<file path="config.mk">
export PLATFORM = sky130hd
export DESIGN_NAME = serial_cmp8_flat
export DESIGN_NICKNAME = d
export VERILOG_FILES = /design/src/rtl/serial_cmp8_pkg.sv /design/src/rtl/serial_cmp8_if.sv /design/src/rtl/serial_cmp8_msb_bit_cell.sv /design/src/rtl/serial_cmp8.sv /design/src/flat_wrapper.sv
export SDC_FILE = /design/constraint.sdc
export NUM_CORES = 1
export LEC_CHECK = 0
export ABC_AREA = 1
export CAP_MARGIN = 20
export CORE_UTILIZATION = 35
export CTS_CLUSTER_DIAMETER = 80
export DETAILED_ROUTE_END_ITERATION = 6
export GPL_ROUTABILITY_DRIVEN = 0
export PLACE_DENSITY = 0.67
export SLEW_MARGIN = 20
export SYNTH_ARGS = -nofsm -noshare
export SYNTH_HDL_FRONTEND = slang
export SYNTH_SLANG_ARGS = --single-unit
</file>
<file path="constraint.sdc">
create_clock -name clk -period 2.6 [get_ports clk]
set_input_delay 0.52 -clock clk [delete_from_list [all_inputs] [get_ports clk]]
set_output_delay 0.52 -clock clk [all_outputs]
set_load 0.01 [all_outputs]
</file>
<file path="src/rtl/serial_cmp8_pkg.sv">
// Shared types and helpers for the MSB-first bit-serial magnitude comparator.
package cmp_pkg;

  typedef enum logic [1:0] {IDLE, SCAN, DONE} cmp_state_t;

  // Width of a counter that must be able to hold the value w.
  function automatic int CMP_CNT_W(input int w);
    return $clog2(w + 1);
  endfunction

endpackage

</file>
<file path="src/rtl/serial_cmp8_if.sv">
// Request/result bundle of serial_cmp8; master is the requester, slave is the comparator.
interface serial_cmp8_if import cmp_pkg::*; #(
  parameter int WIDTH = 8
);

  logic                          start;
  logic                          ready;
  logic [0:WIDTH-1]              a;
  logic [0:WIDTH-1]              b;
  logic                          eq_in;
  logic                          gt_in;
  logic                          done;
  logic                          EQ;
  logic                          GT;
  logic [CMP_CNT_W(WIDTH)-1:0]   bits_seen;

  modport master (
    output start, a, b, eq_in, gt_in,
    input  ready, done, EQ, GT, bits_seen
  );

  modport slave (
    input  start, a, b, eq_in, gt_in,
    output ready, done, EQ, GT, bits_seen
  );

endinterface

</file>
<file path="src/rtl/serial_cmp8_msb_bit_cell.sv">
// Single-bit compare cell: reports whether the two bits differ and whether a wins.
module msb_bit_cell (
  input  logic a,
  input  logic b,
  output logic dec,
  output logic gt
);

  assign dec = a ^ b;
  assign gt  = a & ~b;

endmodule

</file>
<file path="src/rtl/serial_cmp8.sv">
// MSB-first bit-serial magnitude comparator with cmp8-compatible cascade inputs.
module serial_cmp8 import cmp_pkg::*; #(
  parameter int WIDTH      = 8,
  parameter int EARLY_EXIT = 1
) (
  input  logic          clk,
  input  logic          rst_n,
  serial_cmp8_if.slave  bus
);

  localparam int IDX_W = (WIDTH > 1) ? $clog2(WIDTH) : 1;
  localparam int CNT_W = CMP_CNT_W(WIDTH);

  cmp_state_t        state;
  logic [0:WIDTH-1]  a_r;
  logic [0:WIDTH-1]  b_r;
  logic              eq_in_r;
  logic              gt_in_r;
  logic              dec_r;
  logic              res_gt_r;
  logic [IDX_W-1:0]  idx;
  logic              cell_dec;
  logic              cell_gt;
  logic              last_bit;
  logic              finish;

  function automatic logic [CNT_W-1:0] sat_inc(input logic [CNT_W-1:0] v);
    return (v == CNT_W'(WIDTH)) ? v : v + CNT_W'(1);
  endfunction

  msb_bit_cell u_cell (
    .a   (a_r[idx]),
    .b   (b_r[idx]),
    .dec (cell_dec),
    .gt  (cell_gt)
  );

  assign last_bit = (idx == IDX_W'(WIDTH - 1));
  // Constant-latency mode ignores the decision and always runs to the last bit.
  assign finish   = (EARLY_EXIT != 0) ? (cell_dec || last_bit) : last_bit;

  always_ff @(posedge clk or negedge rst_n) begin
    if (!rst_n) begin
      state         <= IDLE;
      a_r           <= '0;
      b_r           <= '0;
      eq_in_r       <= 1'b0;
      gt_in_r       <= 1'b0;
      dec_r         <= 1'b0;
      res_gt_r      <= 1'b0;
      idx           <= '0;
      bus.ready     <= 1'b1;
      bus.done      <= 1'b0;
      bus.EQ        <= 1'b0;
      bus.GT        <= 1'b0;
      bus.bits_seen <= '0;
    end else begin
      case (state)
        IDLE: begin
          if (bus.start) begin
            a_r           <= bus.a;
            b_r           <= bus.b;
            eq_in_r       <= bus.eq_in;
            gt_in_r       <= bus.gt_in;
            dec_r         <= 1'b0;
            res_gt_r      <= 1'b0;
            idx           <= '0;
            bus.bits_seen <= '0;
            bus.EQ        <= 1'b0;
            bus.GT        <= 1'b0;
            bus.ready     <= 1'b0;
            state         <= SCAN;
          end
        end
        SCAN: begin
          bus.bits_seen <= sat_inc(bus.bits_seen);
          if (!dec_r && cell_dec) begin
            dec_r    <= 1'b1;
            res_gt_r <= cell_gt;
          end
          if (finish) begin
            // The first differing bit wins; the cascade pair only matters when all bits tie.
            if (dec_r) begin
              bus.EQ <= 1'b0;
              bus.GT <= res_gt_r;
            end else if (cell_dec) begin
              bus.EQ <= 1'b0;
              bus.GT <= cell_gt;
            end else begin
              bus.EQ <= eq_in_r;
              bus.GT <= gt_in_r;
            end
            bus.done <= 1'b1;
            state    <= DONE;
          end else begin
            idx <= idx + IDX_W'(1);
          end
        end
        DONE: begin
          bus.done  <= 1'b0;
          bus.ready <= 1'b1;
          state     <= IDLE;
        end
        default: begin
          bus.done  <= 1'b0;
          bus.ready <= 1'b1;
          state     <= IDLE;
        end
      endcase
    end
  end

endmodule
</file>
<file path="src/flat_wrapper.sv">
// flat-port wrapper written by rule: the top's interface ports become plain ports
module serial_cmp8_flat import cmp_pkg::*;
#(
  parameter int WIDTH      = 8,
  parameter int EARLY_EXIT = 1
)
  (clk, rst_n, bus_start, bus_a, bus_b, bus_eq_in, bus_gt_in, bus_ready, bus_done, bus_EQ, bus_GT, bus_bits_seen);
  serial_cmp8_if #(.WIDTH(WIDTH)) bus_i ();
  input  logic clk;
  input  logic rst_n;
  input wire logic [$bits(bus_i.start)-1:0] bus_start;
  input wire logic [$bits(bus_i.a)-1:0] bus_a;
  input wire logic [$bits(bus_i.b)-1:0] bus_b;
  input wire logic [$bits(bus_i.eq_in)-1:0] bus_eq_in;
  input wire logic [$bits(bus_i.gt_in)-1:0] bus_gt_in;
  output wire logic [$bits(bus_i.ready)-1:0] bus_ready;
  output wire logic [$bits(bus_i.done)-1:0] bus_done;
  output wire logic [$bits(bus_i.EQ)-1:0] bus_EQ;
  output wire logic [$bits(bus_i.GT)-1:0] bus_GT;
  output wire logic [$bits(bus_i.bits_seen)-1:0] bus_bits_seen;
  assign bus_i.start = bus_start;
  assign bus_i.a = bus_a;
  assign bus_i.b = bus_b;
  assign bus_i.eq_in = bus_eq_in;
  assign bus_i.gt_in = bus_gt_in;
  assign bus_ready = bus_i.ready;
  assign bus_done = bus_i.done;
  assign bus_EQ = bus_i.EQ;
  assign bus_GT = bus_i.GT;
  assign bus_bits_seen = bus_i.bits_seen;
  serial_cmp8 #(.WIDTH(WIDTH), .EARLY_EXIT(EARLY_EXIT)) u_core (.clk(clk), .rst_n(rst_n), .bus(bus_i));
endmodule
</file>
### Word level (Yosys, flattened, before mapping)

Index checks and enable logic that the tools add are counted.
Widths: inputs -> output; s select.

* register bits after elaboration: 33
* input bits: 21
* output and inout port bits: 8
* word-level logic and storage cells: 74

* $add $sub $neg: 2
* magnitude comparators: 1
* equal/unequal tests: 8
* mux-type cells: 31
* bitwise logic cells: 6
* reductions and logical operators: 13

Operator list (number)
* $mux 1: 14
* $pmux 1 s2: 6
* $reduce_and 3->1: 4
* $mux 4: 2
* $pmux 4 s2: 1
* $reduce_and 2->1: 4
* $bmux 1 s3: 2
* $mux 3: 2
* $ne 2x2->1 const B: 3
* $pmux 3 s2: 1
* $add 4x1->4 const B: 1
* $eq 4x4->1 const B: 1
* $ge 4x4->1 const B: 1
* $mux 2: 2
* $ne 2x1->1 const B: 2
* $not 3->4: 1
* $pmux 2 s2: 1
* $add 3x1->3 const B: 1
* $eq 3x3->1 const B: 1
* $not 1->1: 3
* $eq 2x1->1 const B: 1
* $logic_not 2->1: 1
* $reduce_bool 2->1: 1
* $and 1x1->1: 1
* other kinds (4): 4

### Logic depth before layout (Yosys ltp)

* word-level depth: 10
* gate-level depth with buffers: 13

### Modules after synthesis

From an unflattened synthesis, not the netlist that was laid out.

* cells, all modules: 210
* area total of the unflattened synthesis: 1705.4 µm²

By module, submodules not included
* serial_cmp8: instances 1, cells an instance 207, area an instance 1685.4 µm², seq. area each 827.0 µm²
* msb_bit_cell: instances 1, cells an instance 3, area an instance 20.0 µm², seq. area each 0.0 µm²

### Least setup slack after synthesis

No wires, ideal clock.

* kind: register -> register
* from: register u_core.idx[0]
* to: register u_core.bus.GT
* setup time: 0.117 ns
* arrival: 1.586 ns
* data required time: 2.483 ns
* setup slack: 0.897 ns
* cell stages (with the launch flop): 13
* buffers on the path: 1
* clock period less this slack: 1.703 ns
* cell sequence: dfrtp_1 -> buf_2 -> nor2_1 -> nor2_1 -> o21ai_0 -> nand3_1 -> nand2_1 -> ha_1 -> nand2_1 -> nand2_1 -> nand2_1 -> nand3_1 -> nand2_1

* cells in the longest elaborated chain, start to end: 10

RTL lines
* start, declared: line serial_cmp8.sv:21 `logic [IDX_W-1:0] idx;`
* start signal, assigned: line serial_cmp8.sv:96 `idx <= idx + IDX_W'(1);`
* $not 3->4 (not written as such): line serial_cmp8.sv:32, serial_cmp8.sv:33
* $bmux 1 s3: line serial_cmp8.sv:33 `.b (b_r[idx]),`
* $mux 1 (not written as such) (2 in a row): line serial_cmp8.sv:33
* $not 1->1: line serial_cmp8_msb_bit_cell.sv:10 `assign gt = a & ~b;`
* $and 1x1->1: line serial_cmp8_msb_bit_cell.sv:10
* $mux 1: line serial_cmp8.sv:86 `end else if (cell_dec) begin`
* $mux 1: line serial_cmp8.sv:83 `if (dec_r) begin`
* $mux 1: line serial_cmp8.sv:81 `if (finish) begin`
* $pmux 1 s2: line serial_cmp8.sv:58 `case (state)`
* end signal, assigned: line serial_cmp8.sv:85 `bus.GT <= res_gt_r;`
* end signal, assigned: line serial_cmp8.sv:88 `bus.GT <= cell_gt;`
* end signal, assigned: line serial_cmp8.sv:91 `bus.GT <= gt_in_r;`
* end, declared: line serial_cmp8_if.sv:24 `output ready, done, EQ, GT, bits_seen`

Several ways; a longest one is shown, not always the timed one. The select of a mux whose other input is x is not followed.
A chain may end at the register's enable or synchronous reset.

### Worst setup path in the final report

Ends and elaborated chain as after synthesis.

==> flow_summary.yaml <==
power_and_ir_drop:
  power_density_nw_per_um2: 1170
  p_total_mw: 2.37
  peakVddDrop_mv: 0.440
  seqPwrFrac_pct: 37.2
  clkPwrFrac_pct: 17.7
  leakagePower_nw: 1.03
  power_frac_comb_pct: 45.1
  switchingPower_mw: 0.969
  p_sw_share_pct: 40.8
  p_int_mw: 1.40
cts:
  clk_latency_ns: 0.29
  cts_resized: 0
  cts_hold_buf: 0
  cts_max_path_buffers: 2
  postCtsSetupBuffers: 0
  cts.sinks: 33
  clkTransAtPathRegs_ns: 0.07
  cts_tree: "yes"
  cts_root_buf: "clkbuf_8"
  htree_levels: 2
  numCtsBuffers: 5
timing:
  fmax_mhz: 516
  tns_ns: 0
  rsz0062_at_grt: "no"
  clock_skew_ns: 0.00461
  hold_ws_ns: 0.471
  max_slew_margin_pct: 67.9
  worst_pin_slew_ns: 0.481
  slew_viol_final: 0
  finalHoldViolations: 0
  setup_violations: 0
  min_period_over_period_pct: 74.6
  final.min_clock_period_ns: 1.94
run_status:
  status: "completed"
floorplanning:
  die_w_um: 69.6
  rows: 24
  io_pins: 29
  start_util_pct: 36.5
  core-area_um2: 4380
  dieArea_um2: 4850
  chipHeight_um: 69.6
logic_synthesis:
  synth_top_area_share_pct: 50.0
  ys_warn_count: 0
  postSynthCellCount: 204
  synth_simple_gate_area_share_pct: 28.4
  synth_cell_type_count: 20
  avgSynthCellArea_um2: 7.85
  synth_area_um2: 1600
  synth_xor_xnor_area_share_pct: 1.09
  synth_mux_area_share_pct: 0
  synth_fa_ha_area_share_pct: 3.91
  ys_top_cells_by_area: "dfrtp_1 50%, nand2_1 18%, inv_1 5.9%, o21ai_1 4.4%, nand3_1 4.1%"
  synth_top_family_by_area: "simple AND/OR/NAND/NOR gates"
  synth_top_cell_by_area: "dfrtp_1"
  syn_nets: 230
  synth-seq-cells: 33
  synth-compound-area-share_pct: 6.56
  ys_seq_area_share_pct: 51.6
final_layout:
  n_fill_cell: 458
  layout_commonest_cell: "nand2_1"
  finalNonFillerCells: 288
  drive_gt1_share_pct: 6.78
  syn_to_final_growth_pct: 26.3
  final_cell_mix: "78 x nand2_1, 32 x dfrtp_1, 28 x clkdlybuf4s50_1"
  diodes: 0
  design_area_um2: 2020
  nNetsFinal: 261
worst_setup_path:
  crit_path_end_kind: "register"
  worstPathArrival_ns: 2.12
  cp_max_fo: 14
  crit_start: "u_core.idx[0]"
  setup.worst_path.class: "reg -> reg"
  required_ns: 2.78
  r2r-start: "u_core.idx[0]"
  r2r.worst_path.cells: 12
  cp-start-kind: "register"
detailed_routing:
  drt_pass1_iterations: 4
  vias: 1318
  dr.first_iter.drc_count: 33
  drc_errors: 0
  highest_layer: "met4"
  wl_per_cell_um: 10.6
  ant_nets: 0
  drt_wl_total_um: 3060
  wl_met1_um: 1510
  dr_wl_met3_um: 189
  routed-wl-met2_um: 1290
  avgViaCountPerCell: 4.58
place:
  dpl.hpwl_um: 2200
  dp_cells: 280
  port_buffers: 28
  placed_area_um2: 1920
grt:
  grt_max_degree: 34
  grt_pass1_wl_um: 5740
  first_global_vias: 1330
  grt_overflow: 0
  antenna_found_initial: 0
  grtUsageTotal_pct: 15.1
worst_hold_path:
  min_path_type: "reg -> reg"
  min_from: "u_core.gt_in_r"
  holdPathStages: 2
run:
  drv_cap: 0
## logic make-up (layout without fill, tap and decap cells)
family / after synthesis / after routing
DFF: 33 / 33
and+or+nand+nor: 112 / 112
xor gates and xnor gates: 2 / 2
AOI/OAI and AO/OA: 20 / 20
adders and majority gates: 5 / 5
buffers and inverters: 32 / 64
## registers in the layout, summed over array words and instances (netlist names)
| register | cells |
|---|---|
| u_core.dec_r | 1 |
| u_core.eq_in_r | 1 |
| u_core.bus.ready | 1 |
| u_core.b_r | 8 |
| u_core.gt_in_r | 1 |
| u_core.bus.EQ | 1 |
| u_core.a_r | 8 |
| u_core.idx | 3 |
| u_core.bus.GT | 1 |
| u_core.res_gt_r | 1 |
| u_core.bus.done | 1 |
| u_core.state | 2 |
| u_core.bus.bits_seen | 4 |
## layout make-up
type / count / area (um^2) / area share, %
sequential: 33 / 827 / 40.9
multi-input combinational: 139 / 641 / 31.7
timing repair buffer: 29 / 288 / 14.2
inverter: 27 / 101 / 5.01
clock buffer: 7 / 96.3 / 4.76
tap: 52 / 65.1 / 3.22
clock inverter: 1 / 5.00 / 0.247
## metal layers
layer,track usage (%),vias up
li1,-,688
met1,19.7,591
met2,22.3,35
met3,5.38,4
met4,7.33,0
met5,0,-
## synth_stat cells
master and instances:
o21ai_1 14, o22ai_1 1, nand2_1 78, o21ai_2 1
inv_1 25, xor2_1 1, ha_1 5, dfstp_2 1
inv_2 2, nand3b_1 1, nor2_1 16, nand2_4 1
dfrtp_1 32, buf_2 2, nor2_2 2, xnor2_1 1
o21ai_0 4, nand4_1 1, buf_4 3, nand3_1 13
## power groups by stage
stage               clock [mW]  sequential (mW)  combinational, mW
floorplan                    0            0.874              0.803
CTS                      0.433            0.886               1.09
detailed placement           0            0.894               1.08
global route             0.461            0.914               1.28
global placement             0            0.893               1.06
finish                   0.421            0.882               1.07
## path summary, 6_finish.rpt
kind                                    end  slack, ns
max in group asynchronous  u_core.bus.ready       1.64
min                          u_core.gt_in_r       0.47
max                           u_core.bus.GT       0.66
min in group asynchronous     u_core.b_r[1]       0.63
max reg2reg                   u_core.bus.GT       0.66
min reg2reg                  u_core.gt_in_r       0.47
## through the flow
step                utilization (%)  setup WS, ns
floorplan                         -         0.897
global placement               43.8         0.702
detailed placement             43.8         0.669
CTS                            46.1         0.654
global route                   46.1         0.343
finish                         46.1         0.660
## critical path, cell delays in order, from the launching register on
cell and delay (ns):
dfrtp_1 0.53, inv_1 0.21, nand2_1 0.07, nand3_1 0.07
nand2_1 0.05, nand2_1 0.05, nand2_1 0.05, ha_1 0.32
nand2_1 0.10, nand2_1 0.17, nand2_1 0.07, nand3_1 0.08
nand2_1 0.05
Note: power is estimated with default switching activity, not from simulation.
